### config.mk
export PLATFORM = sky130hd
export DESIGN_NAME = i2c_init_sequencer_flat
export DESIGN_NICKNAME = d
export VERILOG_FILES = /design/src/rtl/i2c_init_sequencer_pkg.sv /design/src/rtl/i2c_init_sequencer_if.sv /design/src/rtl/i2c_init_sequencer_rom.sv /design/src/rtl/i2c_init_sequencer.sv /design/src/flat_wrapper.sv
export SDC_FILE = /design/constraint.sdc
export NUM_CORES = 1
export LEC_CHECK = 0
export CAP_MARGIN = 20
export CORE_MARGIN = 1
export CORE_UTILIZATION = 30
export CTS_CLUSTER_DIAMETER = 40
export DETAILED_ROUTE_END_ITERATION = 7
export GPL_ROUTABILITY_DRIVEN = 0
export PLACE_DENSITY = 0.52
export SLEW_MARGIN = 25
export SYNTH_ARGS = -nofsm -noshare
export SYNTH_HDL_FRONTEND = slang
export SYNTH_SLANG_ARGS = --single-unit
### constraint.sdc
create_clock -name clk -period 2.4 [get_ports clk]
set_input_delay 0.24 -clock clk [delete_from_list [all_inputs] [get_ports clk]]
set_output_delay 0.24 -clock clk [all_outputs]
set_load 0.01 [all_outputs]
### src/rtl/i2c_init_sequencer_pkg.sv
// Shared HDMI-config definitions: sequencer states, init-table entry layout, ADV7513 init table.
// Latency: n/a (types and constants only).
// Backpressure: n/a.
package i2c_init_sequencer_pkg;

    typedef enum logic [2:0] {
        ST_POWERUP = 3'd0,
        ST_ISSUE   = 3'd1,
        ST_WAIT    = 3'd2,
        ST_GAP     = 3'd3,
        ST_DONE    = 3'd4,
        ST_ERROR   = 3'd5
    } state_t;

    // One table word is {register address, data byte}.
    typedef struct packed {
        logic [7:0] reg_addr;
        logic [7:0] data;
    } init_entry_t;

    // ADV7513 bring-up: power up TX, fixed 0x98/0x9A/0x9C/0x9D/0xA2/0xA3/0xE0 values, in that order.
    localparam int INIT_LEN = 8;
    localparam logic [15:0] INIT_TABLE [INIT_LEN] = '{
        16'h4110,
        16'h9803,
        16'h9AE0,
        16'h9C30,
        16'h9D61,
        16'hA2A4,
        16'hA3A4,
        16'hE0D0
    };

    // Width needed to hold the values 0..n-1 (never less than one bit).
    function automatic int bits_for(input int n);
        return (n <= 2) ? 1 : $clog2(n);
    endfunction

endpackage

### src/rtl/i2c_init_sequencer_if.sv
// Command/response bus between the init sequencer and the I2C byte master.
// Latency: n/a (wires only).
// Backpressure: cmd_valid/cmd_ready handshake; xfer_done/xfer_nack are unthrottled pulses.
interface i2c_init_sequencer_if;

    logic       cmd_valid;
    logic       cmd_ready;
    logic [6:0] cmd_dev_addr;
    logic [7:0] cmd_reg;
    logic [7:0] cmd_data;
    logic       xfer_done;
    logic       xfer_nack;

    // Sequencer side: offers commands, receives transfer results.
    modport master (
        output cmd_valid,
        output cmd_dev_addr,
        output cmd_reg,
        output cmd_data,
        input  cmd_ready,
        input  xfer_done,
        input  xfer_nack
    );

    // I2C byte master side.
    modport slave (
        input  cmd_valid,
        input  cmd_dev_addr,
        input  cmd_reg,
        input  cmd_data,
        output cmd_ready,
        output xfer_done,
        output xfer_nack
    );

endinterface

### src/rtl/i2c_init_sequencer_rom.sv
// Init-table lookup: entry index -> {reg, data}; indices past the table return zero.
// Latency: combinational.
// Backpressure: none.
module i2c_init_rom
    import i2c_init_sequencer_pkg::*;
#(
    parameter int NUM_ENTRIES = INIT_LEN,
    parameter int IDX_W       = $clog2(NUM_ENTRIES + 1)
) (
    input  logic [IDX_W-1:0] idx,
    output init_entry_t      entry
);

    // Constant-indexed compare chain keeps the table index width independent of IDX_W.
    always_comb begin
        entry = '0;
        for (int i = 0; i < NUM_ENTRIES; i++) begin
            if (idx == IDX_W'(i)) begin
                entry = init_entry_t'(INIT_TABLE[i]);
            end
        end
    end

endmodule

### src/rtl/i2c_init_sequencer.sv
// Walks the init table after a power-up delay, issuing one 3-byte register write per entry with retry.
// Latency: first cmd_valid POWERUP_CYCLES+1 cycles after reset release; GAP_CYCLES idle between commands.
// Backpressure: command fields held stable while cmd_valid && !cmd_ready; results only accepted in WAIT.
module i2c_init_sequencer
    import i2c_init_sequencer_pkg::*;
#(
    parameter logic [6:0] DEV_ADDR       = 7'h39,
    parameter int         NUM_ENTRIES    = INIT_LEN,
    parameter int         POWERUP_CYCLES = 25000,
    parameter int         GAP_CYCLES     = 16,
    parameter int         MAX_RETRY      = 3,
    parameter int         TIMEOUT_CYCLES = 65535,
    localparam int        IDX_W          = $clog2(NUM_ENTRIES + 1)
) (
    input  logic                 clk,
    input  logic                 reset,
    input  logic                 restart,
    i2c_init_sequencer_if.master bus,
    output logic [IDX_W-1:0]     entry_idx,
    output logic                 init_done,
    output logic                 init_error
);

    // One elapsed-cycle counter is shared by POWERUP, GAP and WAIT since only one is ever active.
    localparam int CNT_SPAN_A = (POWERUP_CYCLES > GAP_CYCLES) ? POWERUP_CYCLES : GAP_CYCLES;
    localparam int CNT_SPAN   = (CNT_SPAN_A > TIMEOUT_CYCLES) ? CNT_SPAN_A : TIMEOUT_CYCLES;
    localparam int CNT_W      = bits_for(CNT_SPAN);
    localparam int RETRY_W    = bits_for(MAX_RETRY + 1);

    localparam logic [CNT_W-1:0]   PU_LAST   = CNT_W'(POWERUP_CYCLES - 1);
    localparam logic [CNT_W-1:0]   GAP_LAST  = CNT_W'(GAP_CYCLES - 1);
    localparam logic [CNT_W-1:0]   TO_LAST   = CNT_W'(TIMEOUT_CYCLES - 1);
    localparam logic [IDX_W-1:0]   IDX_LAST  = IDX_W'(NUM_ENTRIES - 1);
    localparam logic [RETRY_W-1:0] RETRY_MAX = RETRY_W'(MAX_RETRY);

    state_t               state_q;
    state_t               state_d;
    logic [CNT_W-1:0]     cnt;
    logic [RETRY_W-1:0]   retry_cnt;
    init_entry_t          rom_entry;

    logic handshake;
    logic wait_ack;
    logic wait_fail;
    logic can_retry;
    logic last_entry;
    logic restart_ok;
    logic counting;

    i2c_init_rom #(
        .NUM_ENTRIES (NUM_ENTRIES),
        .IDX_W       (IDX_W)
    ) u_rom (
        .idx   (entry_idx),
        .entry (rom_entry)
    );

    // A result pulse only counts in WAIT; an ACK wins over a timeout landing in the same cycle.
    assign handshake  = (state_q == ST_ISSUE) && bus.cmd_ready;
    assign wait_ack   = (state_q == ST_WAIT) && bus.xfer_done && !bus.xfer_nack;
    assign wait_fail  = (state_q == ST_WAIT) && !wait_ack &&
                        ((bus.xfer_done && bus.xfer_nack) || (cnt == TO_LAST));
    assign can_retry  = (retry_cnt < RETRY_MAX);
    assign last_entry = (entry_idx == IDX_LAST);
    assign restart_ok = restart && ((state_q == ST_DONE) || (state_q == ST_ERROR));
    assign counting   = (state_q == ST_POWERUP) || (state_q == ST_GAP) || (state_q == ST_WAIT);

    // State register.
    always_ff @(posedge clk) begin
        if (reset) begin
            state_q <= ST_POWERUP;
        end else begin
            state_q <= state_d;
        end
    end

    // Next-state decode.
    always_comb begin
        state_d = state_q;
        unique case (state_q)
            ST_POWERUP: if (cnt == PU_LAST) state_d = ST_ISSUE;
            ST_ISSUE:   if (handshake) state_d = ST_WAIT;
            ST_WAIT: begin
                if (wait_ack) begin
                    state_d = last_entry ? ST_DONE : ST_GAP;
                end else if (wait_fail) begin
                    state_d = can_retry ? ST_GAP : ST_ERROR;
                end
            end
            ST_GAP:     if (cnt == GAP_LAST) state_d = ST_ISSUE;
            ST_DONE:    if (restart) state_d = ST_GAP;
            ST_ERROR:   if (restart) state_d = ST_GAP;
            default:    state_d = ST_POWERUP;
        endcase
    end

    // Counter restarts on every state change; entry index and retry count follow transfer results.
    always_ff @(posedge clk) begin
        if (reset) begin
            cnt       <= '0;
            entry_idx <= '0;
            retry_cnt <= '0;
        end else begin
            if (state_d != state_q) begin
                cnt <= '0;
            end else if (counting) begin
                cnt <= cnt + CNT_W'(1);
            end

            if (wait_ack) begin
                entry_idx <= entry_idx + IDX_W'(1);
                retry_cnt <= '0;
            end else if (wait_fail && can_retry) begin
                retry_cnt <= retry_cnt + RETRY_W'(1);
            end else if (restart_ok) begin
                entry_idx <= '0;
                retry_cnt <= '0;
            end
        end
    end

    // Outputs decode from the registered state; fields come straight from the table so they hold with the index.
    always_comb begin
        bus.cmd_valid    = (state_q == ST_ISSUE);
        bus.cmd_dev_addr = DEV_ADDR;
        bus.cmd_reg      = rom_entry.reg_addr;
        bus.cmd_data     = rom_entry.data;
        init_done        = (state_q == ST_DONE);
        init_error       = (state_q == ST_ERROR);
    end

endmodule

### src/flat_wrapper.sv
// flat-port wrapper written by rule: the top's interface ports become plain ports
module i2c_init_sequencer_flat import i2c_init_sequencer_pkg::*;
#(
    parameter logic [6:0] DEV_ADDR       = 7'h39,
    parameter int         NUM_ENTRIES    = INIT_LEN,
    parameter int         POWERUP_CYCLES = 25000,
    parameter int         GAP_CYCLES     = 16,
    parameter int         MAX_RETRY      = 3,
    parameter int         TIMEOUT_CYCLES = 65535,
    localparam int        IDX_W          = $clog2(NUM_ENTRIES + 1)
)
  (clk, reset, restart, entry_idx, init_done, init_error, bus_cmd_valid, bus_cmd_dev_addr, bus_cmd_reg, bus_cmd_data, bus_cmd_ready, bus_xfer_done, bus_xfer_nack);
  i2c_init_sequencer_if bus_i ();
  input  logic clk;
  input  logic reset;
  input  logic restart;
  output logic [IDX_W-1:0] entry_idx;
  output logic init_done;
  output logic init_error;
  output wire logic [$bits(bus_i.cmd_valid)-1:0] bus_cmd_valid;
  output wire logic [$bits(bus_i.cmd_dev_addr)-1:0] bus_cmd_dev_addr;
  output wire logic [$bits(bus_i.cmd_reg)-1:0] bus_cmd_reg;
  output wire logic [$bits(bus_i.cmd_data)-1:0] bus_cmd_data;
  input wire logic [$bits(bus_i.cmd_ready)-1:0] bus_cmd_ready;
  input wire logic [$bits(bus_i.xfer_done)-1:0] bus_xfer_done;
  input wire logic [$bits(bus_i.xfer_nack)-1:0] bus_xfer_nack;
  assign bus_cmd_valid = bus_i.cmd_valid;
  assign bus_cmd_dev_addr = bus_i.cmd_dev_addr;
  assign bus_cmd_reg = bus_i.cmd_reg;
  assign bus_cmd_data = bus_i.cmd_data;
  assign bus_i.cmd_ready = bus_cmd_ready;
  assign bus_i.xfer_done = bus_xfer_done;
  assign bus_i.xfer_nack = bus_xfer_nack;
  i2c_init_sequencer #(.DEV_ADDR(DEV_ADDR), .NUM_ENTRIES(NUM_ENTRIES), .POWERUP_CYCLES(POWERUP_CYCLES), .GAP_CYCLES(GAP_CYCLES), .MAX_RETRY(MAX_RETRY), .TIMEOUT_CYCLES(TIMEOUT_CYCLES)) u_core (.clk(clk), .reset(reset), .restart(restart), .bus(bus_i), .entry_idx(entry_idx), .init_done(init_done), .init_error(init_error));
endmodule
---- After elaboration in Yosys (flattened, before gate mapping) ----
Index checks and enable logic that the tools add are counted.
word-level totals
  bits in writable memories ............... 0
  memory bits (read-only) ................. 0
  latch bits .............................. 0
  output and inout bits ................... 30
  bits in registers ....................... 25
  word-level logic and storage cells ...... 69
  input port bits ......................... 6
  memories kept ........................... 0
operators by class
  shift-type cells ........................ 0
  reduce and logical (&&, ||, !) cells .... 22
  add/sub/neg operators ................... 3
  bitwise operators ....................... 0
  equality and inequality tests ........... 17
  div/mod/pow operators ................... 0
  mux-type cells .......................... 22
  order comparisons ....................... 1
  $mul .................................... 0
operators with widths
  kind                                                                     count
  16-bit 2-to-1 mux                                                        7
  3-bit 2-to-1 mux                                                         8
  16-bit by 1-bit adder with 16-bit output, second input constant          1
  16-bit by 15-bit equality test with 1-bit output, second input constant  1
  16-bit equality test, second input constant                              1
  16-bit by 4-bit equality test with 1-bit output, second input constant   1
  4-bit by 3-bit equality test with 1-bit output, second input constant    4
  15-bit 2-to-1 mux                                                        1
  3-bit case mux with 5 select lines                                       1
  4-bit 2-to-1 mux                                                         3
  4-bit by 2-bit equality test with 1-bit output, second input constant    2
  1-bit logical AND                                                        8
  3-bit by 2-bit equality test with 1-bit output, second input constant    2
  3-bit equality test, second input constant                               2
  2-bit OR reduction                                                       3
  4-bit by 1-bit adder with 4-bit output, second input constant            1
  4-bit by 1-bit equality test with 1-bit output, second input constant    1
  4-bit logical NOT                                                        1
  1-bit logical OR                                                         4
  2-bit 2-to-1 mux                                                         2
  2-bit nonzero test                                                       2
  3-bit by 1-bit equality test with 1-bit output, second input constant    1
  3-bit logical NOT                                                        1
  3-bit inequality test                                                    1
  other kinds (5)                                                          6

---- Depth between registers and ports, before layout ----
Gate-level depths: netlist of run 1.
  depth after elaboration ................. 11
  gate-level depth with buffers ........... 9
  depth with buffers taken out ............ 7

---- Hierarchy ----
Synthesis of run 1 repeated with hierarchy kept, for this count alone.
second synthesis, totals
  cells, all modules ...................... 228
  area, all modules ....................... 1,814.2 µm²
modules (own cells, without submodules)
  module              area an instance (µm²)  times used  cells each  seq. area each (µm²)
  i2c_init_sequencer  1,577.8                 1           190         500.5
  i2c_init_rom        236.5                   1           38          0.0

---- Worst setup path before layout of run 1 ----
No wires, ideal clock.
  kind .................................... reg-to-output
  start point ............................. reg u_core.entry_idx[0]
  end point ............................... out bus_cmd_reg[4]
  data required time ...................... 2.160 ns
  arrival time ............................ 1.723 ns
  cell stages (with the launch flop) ...... 7
  path buffers ............................ 1
  setup slack ............................. 0.437 ns
  cell sequence ........................... dfxtp_1 > inv_1 > ha_1 > nor3_1 > nand3_1 > a21oi_1 > buf_4
between the ends
  word-level cells in the longest chain between the ends .. 8
  elaborated cells on any way between the ends .. 14
  classes of those cells .................. eq/ne: 7; mux: 7
RTL lines
  element                                         RTL line                      RTL
  start, declared                                 i2c_init_sequencer.sv:19      output logic [IDX_W-1:0] entry_idx,
  start signal, assigned                          i2c_init_sequencer.sv:111     entry_idx <= entry_idx + IDX_W'(1);
  4-bit by 1-bit equality test with 1-bit output  i2c_init_sequencer_rom.sv:18  if (idx == IDX_W'(i)) begin
  16-bit 2-to-1 mux (6 in series)                 i2c_init_sequencer_rom.sv:18
  16-bit 2-to-1 mux *                             i2c_init_sequencer_rom.sv:18
  end, declared                                   flat_wrapper.sv:22            output wire logic [$bits(bus_i.cmd_reg)-1:0] bus_cmd_reg;
Mark *: on every way between the ends. The rest lies on a longest branch, timed or not.

---- Final worst setup path of run 1 ----
  start point ............................. reg u_core.entry_idx[0]
  end point ............................... out bus_cmd_data[1]
between the ends
  word-level cells in the longest chain between the ends .. 8
  elaborated cells on any way between the ends .. 14
  classes of those cells .................. eq/ne: 7; mux: 7
RTL lines
  element                                         RTL line                      RTL
  4-bit by 1-bit equality test with 1-bit output  i2c_init_sequencer_rom.sv:18
  16-bit 2-to-1 mux (6 in series)                 i2c_init_sequencer_rom.sv:18
  16-bit 2-to-1 mux *                             i2c_init_sequencer_rom.sv:18
  end, declared                                   flat_wrapper.sv:23            output wire logic [$bits(bus_i.cmd_data)-1:0] bus_cmd_data;
Marks and branches as above.

==> summary.txt, run 1 <==
status: complete, no violations
post-synthesis sequential area ratio: 0.253
# port buffers: 27
Tmin final: 2.28 ns
Avg WL per Cell: 13.5 um
drc violations: 0
GRT Util Overall: 0.129
WP buf/inv: 3
CTS tree: done
slowest cell on the critical path: clkdlybuf4s50_1
cell area after synthesis: 1980 um2
Area Overhead vs Synth: 16.9%
Final setup viols: 0
R2R cell count: 5
startpoint types: flop
initial antenna violation count: 0
Post-Route WL: 4460 um
mean post-synth cell area: 8.58 um2
number of buffers created by CTS: 3
crit path cell chain: inv_1, ha_1, buf_4, nor4_1, and2_1, clkdlybuf4s50_1
Worst-path clk slew: 0.09 ns
critical path required time: 2.16 ns
crit-path max FO: 6
post-DP HPWL: 3250 um
Synth Flop Type: dfxtp_1
Diodes inserted: 0
Crit. End Element: primary output
Clock Latency Late Sink: 0.27 ns
Hold Path Origin: u_core.retry_cnt[0]
IO Pins: 36
FF+latch count, synth: 25
Power Density: 318 nW/um2
pin count of the biggest net entering global routing: 17
static leakage: 0.000833 uW
first-pass GRT wire length: 7500 um
GRT Residual Overflow: 0
HP Class: reg -> reg
Final Skew: 0.00607 ns
Crit Path Class: reg -> out
Synth Instances: 231
via count: 1682
Layout Utilization: 0.365
Initial Util: 0.312
Max Cap Viol: 0
commonest non-fill, non-tap cell in the layout: dfxtp_1
worst slew pin tran: 0.917 ns
DRT Pass-1 Iters: 4
most area-consuming cells after synthesis: dfxtp_1 (25%), a211oi_2 (8.2%), ha_1 (4.4%)
post-synth cell types: 58
Vias/cell: 5.10
Worst Hold Depth: 2
Critical Path Start: u_core.entry_idx[0]
Row Count: 29
pre-CTS setup slack: 0.191 ns
vias in the first global route: 1572
fin. max-slew vios: 0
Power Total: 736 uW
number of synthesized flops with an enable pin: 0
Die W: 83.3 um
Setup WS post-layout: 0.117 ns
achievable frequency: 438 MHz
setup_tns: 0 ns
commonest non-fill, non-tap cells in the layout: dfxtp_1 (22), clkdlybuf4s50_1 (20), nand2_1 (19)
Nets: 267
CP arrival: 2.04 ns
Relative slew margins: 0.389
Initial DRC Count: 76
largest stage delay on the critical path: 0.55 ns
TritonCTS Sinks: 25
die height: 83.3 um
critical path depth: 6
Yosys warnings: 0
R2R Path Start: u_core.state_q[1]
Top delay family on crit path: buffers and inverters
final worst-path cycle share: 0.951
post-CTS setup buffers: 0
area leader, netlist: dfxtp_1
Post-CTS Hold Buffers: 0
H-tree depth: 1
share of cells above drive strength 1: 0.190
RSZ-0062 raised after global routing: false
Async SR Flop Fraction: 0
Core ar.: 6350 um2
post-route ant nets: 0
Yosys top cell area share: 0.253
root buf cell: clkbuf_8
die area: 6940 um2
Max clock buf depth: 2
final hold vios: 0
worst vdd ir: 0.240 mV
-- worst reg2reg max path: cells and delay by family (launching register included) --
kind	cells	cell delay [ns]
simple gates	4	1.19
xor+xnor	1	0.17
flops	1	0.66
-- sequential cells by signal, indices dropped and copies added (netlist names) --
signal            count
u_core.state_q        3
u_core.retry_cnt      2
u_core.entry_idx      4
u_core.cnt           16
-- cell families after synthesis --
group	count (synthesis)	synth area share
buffers and inverters	28	0.0960
multiplexers	1	0.00505
AO/OA/AOI/OAI	48	0.204
flip-flops	25	0.253
other	2	0.00379
AND/OR/NAND/NOR	103	0.319
XOR/XNOR	17	0.0751
adder cells (fa/ha/maj)	7	0.0442
-- per-layer routing --
layer,global-route usage,wire length [um]
met3,0.0209,126
met2,0.217,2110
met1,0.178,2210
met4,0.0188,19
met5,0,0
-- area by class of cell --
type	count	area, um2
clock buffer	4	45.0
fill	651	4030
inverter	7	26.3
multi-input combinational	184	1330
sequential	25	504
tap	77	96.3
timing repair buffer	33	314
-- through the flow --
stage          cell area [um2]  cells  hold WS, ns
3_3_place_gp              2250    326        0.492
5_1_grt                   2320    330        0.542
6_report                  2320    330        0.531
2_1_floorplan             2000    237        0.309
4_1_cts                   2300    330        0.516
3_5_place_dp              2250    326        0.500
-- timing repair --
action | CTS | global route
resized for setup | 10 | 5
endpoints found under the setup margin | 7 | 3
gates cloned | 0 | 0
pin swaps | 0 | 1
-- path summary, 6_finish.rpt --
kind,endpoint,slack [ns]
hold reg to reg,u_core.retry_cnt[0],0.53
hold / removal,u_core.retry_cnt[0],0.53
setup / recovery,bus_cmd_data[1],0.12
setup reg to reg,u_core.entry_idx[3],0.32
-- cell usage after synthesis, drive strengths merged (2+ instances only) --
| library cell | number |
|---|---|
| nand2b | 5 |
| xnor2 | 7 |
| a22oi | 2 |
| nor4b | 3 |
| o211ai | 2 |
| and2 | 5 |
| clkbuf | 4 |
| nand4 | 6 |
| a21oi | 14 |
| nor2 | 19 |
| nor2b | 5 |
| a211oi | 20 |
| inv | 7 |
| and3 | 3 |
| xor2 | 10 |
| and4 | 2 |
| nand2 | 20 |
| or2 | 2 |
| a31oi | 2 |
| buf | 17 |
| conb | 2 |
| dfxtp | 25 |
| or3 | 2 |
| ha | 7 |
| nand3 | 8 |
| nor3 | 11 |
| nor4 | 5 |
| nor3b | 2 |
| o21ai | 5 |
-- power breakdown --
group	switching [uW]	internal, uW
Sequential	6.26	419
Combinational	30.1	20.8
Clock	141	119
No activity file was read; power rests on OpenSTA's default activity.
==> inputs of run 2 (changes only) <==
SETUP_SLACK_MARGIN = 0.5   (was unset)
==> run 2 against run 1 <==
- sequential share of layout area down 1.1 points
- first-iteration DRC count down 14%
- clock-buffer cell count unchanged
- routed wire length up 5.2%
- power up 1.3%
- critical path type is now reg -> reg
- largest cell class unchanged
- largest power group unchanged
==> summary.txt, run 2 (synthesis gave the netlist of run 1 again) <==
Die W: 83.3 um (unchanged)
Top reg by flops: u_core.cnt
GRT Util Overall: 0.130 (+0.000385)
final worst-path cycle share: 0.799 (-0.153)
IO Pins: 36 (unchanged)
Max clock buf depth: 2 (unchanged)
Hold Path Origin: u_core.retry_cnt[0]
static leakage: 0.000896 uW (+7.6%)
wl on met1: 2280 um (+3.1%)
die area: 6940 um2 (unchanged)
drc violations: 0 (unchanged)
reg-to-reg endpoint: u_core.cnt[8]
register area: 527 um2 (+4.5%)
Initial DRC Count: 65 (-14%)
via count: 1732 (+3.0%)
fin. max-slew vios: 0 (unchanged)
commonest non-fill, non-tap cells in the layout: nand2_1 (19), nor2_1 (18), a211oi_2 (18)
CP arrival: 2.05 ns (about the same)
max FFs per register: 16 (unchanged)
first-pass GRT wire length: 7540 um (+0.55%)
root buf cell: clkbuf_8
worst vdd ir: 0.308 mV (+28%)
Vias/cell: 5.12 (+0.54%)
post-route ant nets: 0 (unchanged)
die height: 83.3 um (unchanged)
worst slew pin tran: 0.581 ns (-0.336 ns)
fill count: 634 (-2.6%)
Area Overhead vs Synth: 28.3%
Post-CTS Hold Buffers: 0 (unchanged)
routed wl met3: 142 um (+13%)
share of cells above drive strength 1: 0.337 (+0.147)
hold_ws: 0.506 ns (-0.0252 ns)
H-tree depth: 1 (unchanged)
number of buffers created by CTS: 3 (unchanged)
Power Total: 745 uW (+1.3%)
highest metal used: met4
Crit Path Class: reg -> reg
Tmin final: 1.92 ns (-0.366 ns)
status: complete, no violations
Row Count: 29 (unchanged)
post-DP HPWL: 3130 um (-3.7%)
HP Class: reg -> reg
R2R Path Start: u_core.cnt[1]
Diodes inserted: 0 (unchanged)
DRT Pass-1 Iters: 4 (unchanged)
area occupied by multi-input gates: 1470 um2 (+11%)
pin count of the biggest net entering global routing: 17 (unchanged)
Core ar.: 6350 um2 (unchanged)
initial antenna violation count: 0 (unchanged)
biggest registers after layout: u_core.cnt (16), u_core.entry_idx (4), u_core.state_q (3)
Critical Path Start: u_core.cnt[1]
crit-path max FO: 16 (+10)
Initial Util: 0.312 (unchanged)
# port buffers: 27 (unchanged)
Worst-path clk slew: 0.09 ns (about the same)
Post-Route WL: 4700 um (+5.2%)
startpoint types: flop
vias in the first global route: 1561 (-0.70%)
Max Cap Viol: 0 (unchanged)
Final setup viols: 0 (unchanged)
final hold vios: 0 (unchanged)
DR WL met2: 2250 um (+6.7%)
reg2reg setup slack: 0.48 ns (+0.16 ns)
setup_tns: 0 ns (unchanged)
RSZ-0062 raised after global routing: true
Avg WL per Cell: 13.9 um (+2.7%)
Final Skew: 0.0102 ns (+0.00413 ns)
Critical Path End: u_core.cnt[8]
Relative slew margins: 0.613 (+0.224)
critical path required time: 2.54 ns (+0.38 ns)
Crit. End Element: flop
achievable frequency: 522 MHz (+19%)
CTS tree: done
Power Density: 293 nW/um2 (-7.8%)
R2R cell count: 8 (+3)
TritonCTS Sinks: 25 (unchanged)
Nets: 275 (+3.0%)
commonest non-fill, non-tap cell in the layout: nand2_1
GRT Residual Overflow: 0 (unchanged)
Clock Latency Late Sink: 0.27 ns (about the same)
## run 2: changes by cell type in the layout (fill, tap and decap cells not counted), sizes merged
cell,before,now
buf,6,16
clkbuf,4,6
clkdlybuf4s15,0,2
clkdlybuf4s50,20,12
dlygate4sd2,5,8
dlymetal6s2s,2,0
o21ai,5,6
## run 2: where the power goes
part	switching, uW	internal [uW]
sequential	7.27	414
combinational	33.9	29.6
clock	141	119
## run 2: stage by stage
stage	utilization	instance area, um2	std cells	worst slack (ns)
floorplan	-	2010	237	0.525
global placement	0.352	2230	323	0.223
detailed placement	0.352	2230	323	0.168
CTS	0.375	2380	330	0.423
global route	0.401	2540	338	0.396
finish	0.401	2540	338	0.483
## run 2: area by class of cell
cell class | instances | share of cell area
multi-input cells | 185 | 0.579
inverters | 7 | 0.0123
flip-flops and latches | 25 | 0.207
repair buffers | 40 | 0.146
well taps | 77 | 0.0379
clock buffers | 4 | 0.0177
## run 2: worst max-delay path, stage by stage, from the launching register on
cell	delay, ns
dfxtp_2	0.39
ha_1	0.21
nor4b_4	0.22
nand2_1	0.12
nor4_4	0.24
buf_4	0.18
or3b_1	0.13
buf_8	0.19
a211oi_2	0.09
## run 2: per-layer routing
layer	global-route usage	vias up
met1	0.175	823
met4	0.0188	0
li1	-	872
met2	0.221	35
met5	0	-
met3	0.0209	2
## run 2: worst min-delay path by stage
stage,to,depth (start not counted)
global placement,u_core.retry_cnt[0],2
global route,u_core.retry_cnt[0],2
detailed placement,u_core.retry_cnt[0],2
floorplan,u_core.entry_idx[1],1
finish,u_core.retry_cnt[0],2
CTS,u_core.retry_cnt[0],2
## run 2: repair_timing
item,in CTS,in global routing
buffers inserted,3,6
resized for setup,61,28
pin swaps,6,17
cloned,0,2
endpoints found under the setup margin,36,33
==> inputs of run 3 (changes only) <==
clock period = 1.9 ns   (was 2.4 ns; I/O delays follow)
==> run 3 against run 2 <==
- hold slack better by 0.0095 ns
- the flow now finishes with violations (setup timing)
- sequential cell count unchanged
- clock skew down 0.0059 ns
- final cell count up 13%
- setup slack worse by 0.50 ns
- global-route usage up 1.9 points
==> summary.txt, run 3 (synthesis gave the netlist of run 1 again) <==
hold_ws: 0.515 ns (+0.00953 ns)
Post-CTS Hold Buffers: 0 (unchanged)
Diodes inserted: 0 (unchanged)
Clock Power Share: 0.353 (+0.004)
reg-to-reg endpoint: u_core.cnt[10]
static leakage: 0.00118 uW (+32%)
Switching Share: 0.250 (+0.00549)
final hold vios: 0 (unchanged)
Initial Util: 0.312 (unchanged)
H-tree depth: 1 (unchanged)
Area Overhead vs Synth: 52.1%
die area: 6940 um2 (unchanged)
number of buffers created by CTS: 3 (unchanged)
Layout Utilization: 0.475 (+0.0743)
Row Count: 29 (unchanged)
Crit Path Class: reg -> out
TritonCTS Sinks: 25 (unchanged)
Worst-path clk slew: 0.10 ns (about the same)
Critical Path End: bus_cmd_reg[0]
pin count of the biggest net entering global routing: 17 (unchanged)
Avg WL per Cell: 13.4 um (-3.4%)
Post-Route WL: 5130 um (+9.2%)
CP arrival: 1.73 ns (-0.32 ns)
first-pass GRT wire length: 8620 um (+14%)
commonest non-fill, non-tap cells in the layout: buf_4 (42), a211oi_2 (20), nand2_1 (18)
status: finished with violations
drc violations: 0 (unchanged)
Switch Pwr: 236 uW (+29%)
root buf cell: clkbuf_8
Initial DRC Count: 97 (+49%)
biggest registers after layout: u_core.cnt (16), u_core.entry_idx (4), u_core.state_q (3)
post-route ant nets: 0 (unchanged)
Final setup viols: 3 (+3)
Final Instance Area: 3020 um2 (+19%)
critical path required time: 1.71 ns (-0.83 ns)
via count: 1876 (+8.3%)
die height: 83.3 um (unchanged)
Area after DPL: 2480 um2 (+11%)
Max clock buf depth: 2 (unchanged)
startpoint types: flop
# port buffers: 27 (unchanged)
reg2reg setup slack: 0.10 ns (-0.38 ns)
Power Total: 942 uW (+26%)
Core ar.: 6350 um2 (unchanged)
Power Density: 312 nW/um2 (+6.6%)
Nets: 319 (+16%)
failing checks: setup timing
Most common cell on crit path: buf_12
Crit. End Element: primary output
fill count: 600 (-5.4%)
Seq pwr share: 0.553 (-0.013)
initial antenna violation count: 0 (unchanged)
share of cells above drive strength 1: 0.567 (+0.230)
post-DP HPWL: 3350 um (+6.9%)
max FFs per register: 16 (unchanged)
R2R cell count: 7 (-1)
fin. max-slew vios: 0 (unchanged)
Vias/cell: 4.91 (-4.2%)
worst vdd ir: 0.312 mV (+1.4%)
commonest non-fill, non-tap cell in the layout: buf_4
GRT Residual Overflow: 0 (unchanged)
R2R Path Start: u_core.entry_idx[1]
achievable frequency: 521 MHz
Tmin final: 1.92 ns
vias in the first global route: 1818 (+16%)
CTS tree: done
HP Class: reg -> reg
setup_tns: -0.0423 ns (-0.0423 ns)
Setup WS post-layout: -0.0205 ns (-0.504 ns)
crit path cell chain: buf_12, ha_4, buf_4, buf_12, nor2_4, a22oi_2, nor3_1, buf_2
Die W: 83.3 um (unchanged)
Critical Path Start: u_core.entry_idx[0]
slowest cell on the critical path: dfxtp_4
IO Pins: 36 (unchanged)
Max Cap Viol: 0 (unchanged)
Top reg by flops: u_core.cnt
power share of the combinational group: 0.095 (+0.010)
Clock Latency Late Sink: 0.27 ns (about the same)
RSZ-0062 raised after global routing: true
GRT Util Overall: 0.149 (+0.0190)
final worst-path cycle share: 1.01
Power Internal: 706 uW (+25%)
largest stage delay on the critical path: 0.39 ns (about the same)
Final Skew: 0.00426 ns (-0.00593 ns)
crit-path max FO: 4 (-12)
DRT Pass-1 Iters: 4 (unchanged)
run 3: worst min-delay path by stage:
| stage | startpoint | endpoint | depth (start not counted) |
|---|---|---|---|
| after floorplan | reset | u_core.entry_idx[1] | 1 |
| after CTS | u_core.retry_cnt[0] | u_core.retry_cnt[0] | 2 |
| after detailed placement | u_core.retry_cnt[0] | u_core.retry_cnt[0] | 2 |
| after global placement | u_core.retry_cnt[0] | u_core.retry_cnt[0] | 2 |
| final | u_core.retry_cnt[0] | u_core.retry_cnt[0] | 2 |
| after global routing | u_core.retry_cnt[0] | u_core.retry_cnt[0] | 2 |
run 3: final cells by class:
| type | count | area, um2 | area share |
|---|---|---|---|
| repair buffers | 85 | 727 | 0.241 |
| inverters | 7 | 31.3 | 0.0104 |
| multi-input cells | 184 | 1560 | 0.517 |
| well taps | 77 | 96.3 | 0.0320 |
| flip-flops and latches | 25 | 558 | 0.185 |
| clock buffers | 4 | 45.0 | 0.0149 |
run 3: repair_timing:
| item | CTS | global route |
|---|---|---|
| setup endpoints to repair | 47 | 43 |
| resized for setup | 125 | 38 |
| pin swaps | 27 | 18 |
| setup buffers | 22 | 13 |
run 3: power groups by stage:
stage	clock network (uW)	registers (uW)	logic, uW
finish	332	521	89.1
global route	361	522	97.2
CTS	342	521	86.9
detailed placement	0	546	75.5
global placement	0	546	75.5
floorplan	0	545	53.5
run 3: through the flow:
stage               instances  setup slack, ns
floorplan                 237            0.142
global placement          343          -0.0114
detailed placement        343          -0.0242
CTS                       369           0.0169
global route              382           -0.133
finish                    382          -0.0205
run 3: layer usage:
| layer | track usage | share of wire | wire, um | up-vias |
|---|---|---|---|---|
| met5 | 0 | 0 | 0 | - |
| met4 | 0.0188 | 0.0045 | 23 | 0 |
| met3 | 0.0249 | 0.021 | 107 | 2 |
| met2 | 0.264 | 0.51 | 2600 | 20 |
| met1 | 0.193 | 0.47 | 2400 | 898 |
| li1 | - | - | - | 956 |
run 3: worst max-delay path: cells and delay by family (launching register included):
| family | cells | cell delay [ns] |
|---|---|---|
| buf+inv | 4 | 0.55 |
| flops | 1 | 0.39 |
| simple gates | 2 | 0.28 |
| fa+ha+maj | 1 | 0.17 |
| compound gates | 1 | 0.07 |
